**src/rtl/spike_rate_decoder_pkg.sv**
```systemverilog
// spike_rate_decoder_pkg: shared FSM encoding and default sizing for the spike rate decoder.
package spike_rate_decoder_pkg;
  localparam int DEF_NCH = 4;
  localparam int DEF_CNT_W = 6;
  localparam int DEF_WIN_W = 8;
  typedef enum logic [1:0] {IDLE, COUNT, REPORT} state_t;
endpackage

```
**src/rtl/spike_rate_decoder_if.sv**
```systemverilog
// spike_rate_decoder_if: spike inputs, window control and result handshake of the decoder.
interface spike_rate_decoder_if
  import spike_rate_decoder_pkg::*;
#(
  parameter int NCH = DEF_NCH,
  parameter int CNT_W = DEF_CNT_W,
  parameter int WIN_W = DEF_WIN_W
);
  logic [NCH-1:0] spike_in;
  logic [WIN_W-1:0] window_len;
  logic start;
  logic busy;
  logic result_valid;
  logic result_ready;
  logic [NCH*CNT_W-1:0] counts;
  logic [1:0] winner;
  logic winner_valid;
  logic [NCH-1:0] overflow;
  modport master (
    output spike_in, window_len, start, result_ready,
    input busy, result_valid, counts, winner, winner_valid, overflow
  );
  modport slave (
    input spike_in, window_len, start, result_ready,
    output busy, result_valid, counts, winner, winner_valid, overflow
  );
endinterface

```
**src/rtl/spike_counter.sv**
```systemverilog
// spike_counter: saturating spike counter with clear and a sticky overflow flag.
module spike_counter
  import spike_rate_decoder_pkg::*;
#(
  parameter int CNT_W = DEF_CNT_W
) (
  input  logic clk,
  input  logic reset,
  input  logic clr,
  input  logic inc,
  output logic [CNT_W-1:0] count,
  output logic overflow
);
  logic sat;
  assign sat = &count;
  always_ff @(posedge clk or posedge reset)
    if (reset) begin
      count <= '0;
      overflow <= 1'b0;
    end else if (clr) begin
      count <= '0;
      overflow <= 1'b0;
    end else if (inc) begin
      count <= sat ? count : count + CNT_W'(1);
      overflow <= overflow | sat;
    end
endmodule

```
**src/rtl/spike_rate_decoder.sv**
```systemverilog
// spike_rate_decoder: counts per-channel spikes over a window and reports counts and the most active channel.
module spike_rate_decoder
  import spike_rate_decoder_pkg::*;
#(
  parameter int NCH = DEF_NCH,
  parameter int CNT_W = DEF_CNT_W,
  parameter int WIN_W = DEF_WIN_W
) (
  input logic clk,
  input logic reset,
  spike_rate_decoder_if.slave bus
);
  state_t state, state_n;
  logic [WIN_W-1:0] win_cnt;
  logic [NCH-1:0][CNT_W-1:0] cnt;
  logic [NCH-1:0] ovf;
  logic [1:0] winner, best;
  logic [CNT_W-1:0] best_cnt;
  logic winner_valid, go, counting, finish;
  assign go = state == IDLE && bus.start && bus.window_len != '0;
  assign counting = state == COUNT && win_cnt != '0;
  // one settle cycle after the last counted edge so the winner sees final counts
  assign finish = state == COUNT && win_cnt == '0;
  genvar g;
  generate
    for (g = 0; g < NCH; g++) begin : g_ch
      spike_counter #(.CNT_W(CNT_W)) u_cnt (
        .clk(clk),
        .reset(reset),
        .clr(go),
        .inc(counting && bus.spike_in[g]),
        .count(cnt[g]),
        .overflow(ovf[g])
      );
    end
  endgenerate
  always_comb begin
    best = '0;
    best_cnt = cnt[0];
    for (int i = 1; i < NCH; i++)
      if (cnt[i] > best_cnt) begin
        best = 2'(i);
        best_cnt = cnt[i];
      end
  end
  always_comb begin
    state_n = go ? COUNT :
              finish ? REPORT :
              (state == REPORT && bus.result_ready) ? IDLE : state;
  end
  always_ff @(posedge clk or posedge reset)
    if (reset) begin
      state <= IDLE;
      win_cnt <= '0;
      winner <= '0;
      winner_valid <= 1'b0;
    end else begin
      state <= state_n;
      win_cnt <= go ? bus.window_len : counting ? win_cnt - WIN_W'(1) : win_cnt;
      if (go) begin
        winner <= '0;
        winner_valid <= 1'b0;
      end else if (finish) begin
        winner <= best;
        winner_valid <= |cnt;
      end
    end
  assign bus.busy = state != IDLE;
  assign bus.result_valid = state == REPORT;
  assign bus.counts = cnt;
  assign bus.overflow = ovf;
  assign bus.winner = winner;
  assign bus.winner_valid = winner_valid;
endmodule

```
**src/flat_wrapper.sv**
```systemverilog
// flat-port wrapper written by rule: the top's interface ports become plain ports
module spike_rate_decoder_flat import spike_rate_decoder_pkg::*;
#(
  parameter int NCH = DEF_NCH,
  parameter int CNT_W = DEF_CNT_W,
  parameter int WIN_W = DEF_WIN_W
)
  (clk, reset, bus_spike_in, bus_window_len, bus_start, bus_result_ready, bus_busy, bus_result_valid, bus_counts, bus_winner, bus_winner_valid, bus_overflow);
  spike_rate_decoder_if #(.NCH(NCH), .CNT_W(CNT_W), .WIN_W(WIN_W)) bus_i ();
  input logic clk;
  input logic reset;
  input wire logic [$bits(bus_i.spike_in)-1:0] bus_spike_in;
  input wire logic [$bits(bus_i.window_len)-1:0] bus_window_len;
  input wire logic [$bits(bus_i.start)-1:0] bus_start;
  input wire logic [$bits(bus_i.result_ready)-1:0] bus_result_ready;
  output wire logic [$bits(bus_i.busy)-1:0] bus_busy;
  output wire logic [$bits(bus_i.result_valid)-1:0] bus_result_valid;
  output wire logic [$bits(bus_i.counts)-1:0] bus_counts;
  output wire logic [$bits(bus_i.winner)-1:0] bus_winner;
  output wire logic [$bits(bus_i.winner_valid)-1:0] bus_winner_valid;
  output wire logic [$bits(bus_i.overflow)-1:0] bus_overflow;
  assign bus_i.spike_in = bus_spike_in;
  assign bus_i.window_len = bus_window_len;
  assign bus_i.start = bus_start;
  assign bus_i.result_ready = bus_result_ready;
  assign bus_busy = bus_i.busy;
  assign bus_result_valid = bus_i.result_valid;
  assign bus_counts = bus_i.counts;
  assign bus_winner = bus_i.winner;
  assign bus_winner_valid = bus_i.winner_valid;
  assign bus_overflow = bus_i.overflow;
  spike_rate_decoder #(.NCH(NCH), .CNT_W(CNT_W), .WIN_W(WIN_W)) u_core (.clk(clk), .reset(reset), .bus(bus_i));
endmodule
```
**config.mk**
```make
export PLATFORM = sky130hd
export DESIGN_NAME = spike_rate_decoder_flat
export DESIGN_NICKNAME = d
export VERILOG_FILES = /design/src/rtl/spike_rate_decoder_pkg.sv /design/src/rtl/spike_rate_decoder_if.sv /design/src/rtl/spike_counter.sv /design/src/rtl/spike_rate_decoder.sv /design/src/flat_wrapper.sv
export SDC_FILE = /design/constraint.sdc
export NUM_CORES = 1
export LEC_CHECK = 0
export CAP_MARGIN = 10
export CORE_UTILIZATION = 28
export DETAILED_ROUTE_END_ITERATION = 10
export PLACE_DENSITY = 0.46
export SETUP_SLACK_MARGIN = 0.5
export SLEW_MARGIN = 20
export SYNTH_ARGS = -nofsm -noshare
export SYNTH_HDL_FRONTEND = slang
export SYNTH_SLANG_ARGS = --single-unit
export TNS_END_PERCENT = 5
```
**constraint.sdc**
```tcl
create_clock -name clk -period 5.77 [get_ports clk]
set_input_delay 1.154 -clock clk [delete_from_list [all_inputs] [get_ports clk]]
set_output_delay 1.154 -clock clk [all_outputs]
set_load 0.02 [all_outputs]
```
==> summary.md <==
| Metric | Value |
|---|---|
| Outcome | complete, no violations |
| CP Cell Sequence | inv_1 > ha_1 > and4_1 > o21a_1 > o31ai_2 > a21oi_1 > ha_1 > and4_1 > and3_1 > a31oi_1 > buf_4 > mux2_2 > ha_1 > nand3_1 > a21boi_0 > o32a_1 > o31a_1 |
| #FFs+latches synth | 41 |
| CP Class | reg2reg |
| Clock Sinks | 41 |
| Core Area | 9820 um^2 |
| Crit. End Element | flip-flop |
| Area grow syn2layout | 25.2% |
| Post-synth EDFFs | 0 |
| Total gr overflow | 0 |
| DR vias | 2473 |
| Ys flop type | dfrtp_1 |
| Synth top area cells | dfrtp_1, ha_1, xnor2_1 |
| Post-CTS Setup Repair Bufs | 0 |
| Largest net degree at the start of global routing | 42 |
| Drt via density | 4.92 |
| Die height | 103 um |
| Cell with the most instances after synthesis | dfrtp_1 |
| Final min period | 4.65 ns |
| Share of layout cells above drive strength 1 | 0.0730 |
| Die width | 103 um |
| Port-buffer cells | 48 |
| # rows | 36 |
| Number of global-route vias before repair | 2447 |
| Dpl cell area | 3450 um^2 |
| WL final | 7700 um |
| Leak | 1.50 nW |
| Routed Antenna Nets | 0 |
| Synth area leader | dfrtp_1 |
| Mapped Area | 2840 um^2 |
| Post-route cell area | 3550 um^2 |
| Register area share after synthesis | 0.361 |
| Critical Path Fanout Max | 7 |
| Syn Area/Cell | 8.84 um^2 |
| Count of final hold-check violations | 0 |
| Syn Inst Count | 321 |
| Post-Syn Nets | 365 |
| Max-slew violation count | 0 |
| Post-synth top cells | dfrtp_1, nor2_1, ha_1, inv_1, nand2_1 |
| Post-synthesis cell type count | 49 |
| Synth async-reset ratio | 1.00 |
| Residual DRC | 0 |
| Slew margin rel. | 0.346 |
| Top cell by count, worst path | ha_1 |
| Post-DP HPWL | 5550 um |
| CP max stage delay | 0.51 ns |
| Total CTS buffers | 5 |
| Layout Skew | 0.00643 ns |
| RePlAce Congestion | 0.872 |
| Routed len/inst | 15.3 um |
| Startpoint Class | flip-flop |
| # diodes | 0 |
| RSZ-0062 raised after global routing | false |
| Num ports | 49 |
| Power per cell area | 581 nW/um^2 |
| Worst endpoint data arrival time | 4.84 ns |
| Number of fill cells in the layout | 1065 |
| Max Cap Viol | 0 |
| Clk_lat worst skew | 0.30 ns |
| Final net count | 413 |
| WP buf/inv | 2 |
| Ys Warns | 0 |
| Hold WC Path Type | reg2reg |
| CP top delay family | compound AO/OA/AOI/OAI gates |
| Setup TNS | 0 ns |
| Initial DRC Count | 141 |
| Clock root buffer | clkbuf_8 |
| Peak supply drop | 0.226 mV |
| Die area | 10500 um^2 |
| Yosys top cell area share | 0.361 |
| Hold Buf Count CTS | 0 |
| # resized after CTS | 0 |
| Final period utilization | 0.806 |
| Total GRT Usage | 0.154 |
| Clock slew at reported path FFs | 0.08 ns |
| Setup violators final | 0 |
| Worst EP required | 5.96 ns |
| CTS tree | built |
| Hold WS | 0.503 ns |
| Initial antenna violation count | 0 |
| Detailed Routing Iterations Pass 1 | 4 |
| Initial Util | 0.289 |
| F_max | 0.215 GHz |
| # H-tree levels | 2 |
| Longest Clk Path Bufs | 2 |
| First-pass GRT wire length | 12300 um |
| Worst-Margin Slew | 0.980 ns |
| Slowest-stage cell, CP | o31ai_2 |
-- final timing paths --
| kind | startpoint | endpoint | slack, ns | depth (start not counted) |
|---|---|---|---|---|
| worst max-delay path | u_core.g_ch[0].u_cnt.count[3] | u_core.bus.winner[0] | 1.12 | 17 |
| worst min-delay path | u_core.g_ch[2].u_cnt.overflow | u_core.g_ch[2].u_cnt.overflow | 0.50 | 2 |
| worst max register to register | u_core.g_ch[0].u_cnt.count[3] | u_core.bus.winner[0] | 1.12 | 17 |
| worst min register to register | u_core.g_ch[2].u_cnt.overflow | u_core.g_ch[2].u_cnt.overflow | 0.50 | 2 |
| max in group asynchronous | reset | u_core.g_ch[1].u_cnt.count[0] | 4.09 | 3 |
| min in group asynchronous | reset | u_core.g_ch[0].u_cnt.overflow | 1.30 | 3 |
-- metrics by stage --
stage               utilization  power [mW]  cells  setup WS [ns]
finish                    0.362        2.06    503           1.12
detailed placement        0.352        1.85    495           1.15
floorplan                     -        1.42    321           1.21
CTS                       0.362        2.08    503           1.13
global route              0.362        2.25    503          0.888
global placement          0.352        1.84    495           1.31
-- routing by layer --
layer,GRT usage,vias to the layer above,share of wire
met4,0.0385,0,0.011
met1,0.217,1168,0.49
met5,0,-,0
met3,0.0244,10,0.042
li1,-,1236,-
met2,0.246,59,0.45
-- area by class of cell --
| type | count | area [um^2] | share of cell area |
|---|---|---|---|
| Timing Repair Buffer | 51 | 503 | 0.142 |
| Clock buffer | 7 | 96.3 | 0.0271 |
| Tap cell | 133 | 166 | 0.0468 |
| Clock inverter | 1 | 5.00 | 0.00141 |
| Multi-Input combinational cell | 243 | 1660 | 0.466 |
| Inverter | 27 | 101 | 0.0285 |
| Sequential cell | 41 | 1030 | 0.289 |
-- placed cells by master (no fill, tap or decap), types with 3 or more instances in the layout --
cell type	n
ha_1	28
o21a_1	3
a21oi_1	16
mux2_2	6
a31oi_1	6
nor2_1	36
a21o_1	3
nor4_1	7
o21ai_0	17
clkdlybuf4s50_1	48
nor2b_1	4
nand4_1	3
clkbuf_8	7
nand2_1	24
and3_1	3
nand3_1	18
nor3_1	14
xnor2_1	17
dfrtp_1	41
buf_4	3
o311a_1	4
inv_1	27
-- sequential cells by signal (all words and copies together) (netlist names) --
| name | count |
|---|---|
| u_core.bus.winner | 2 |
| u_core.bus.winner_valid | 1 |
| u_core.g_ch.u_cnt.count | 24 |
| u_core.g_ch.u_cnt.overflow | 4 |
| u_core.state | 2 |
| u_core.win_cnt | 8 |
-- power by group --
| part | internal [mW] | total, mW | leakage (nW) | switching (mW) |
|---|---|---|---|---|
| logic | 0.607 | 1.31 | 0.910 | 0.704 |
| registers | 0.382 | 0.541 | 0.531 | 0.159 |
| clock network | 0.108 | 0.212 | 0.0542 | 0.104 |
| total | 1.10 | 2.06 | 1.50 | 0.966 |
-- logic make-up after synthesis --
group	Yosys count	synth area share
DFF	41	0.361
muxes	7	0.0273
xor gates and xnor gates	18	0.0555
adders and majority gates	28	0.123
AOI/OAI and AO/OA	65	0.155
buffers and inverters	37	0.0555
and+or+nand+nor	125	0.222
-- worst reg2reg max path, cell delays in order, from the launching register on --
cell and delay, ns:
dfrtp_1 0.47, inv_1 0.07, ha_1 0.31, and4_1 0.22, o21a_1 0.17, o31ai_2 0.51
a21oi_1 0.21, ha_1 0.34, and4_1 0.17, and3_1 0.18, a31oi_1 0.22, buf_4 0.21
mux2_2 0.34, ha_1 0.29, nand3_1 0.08, a21boi_0 0.09, o32a_1 0.37, o31a_1 0.28
(Power assumes the default switching activity.)
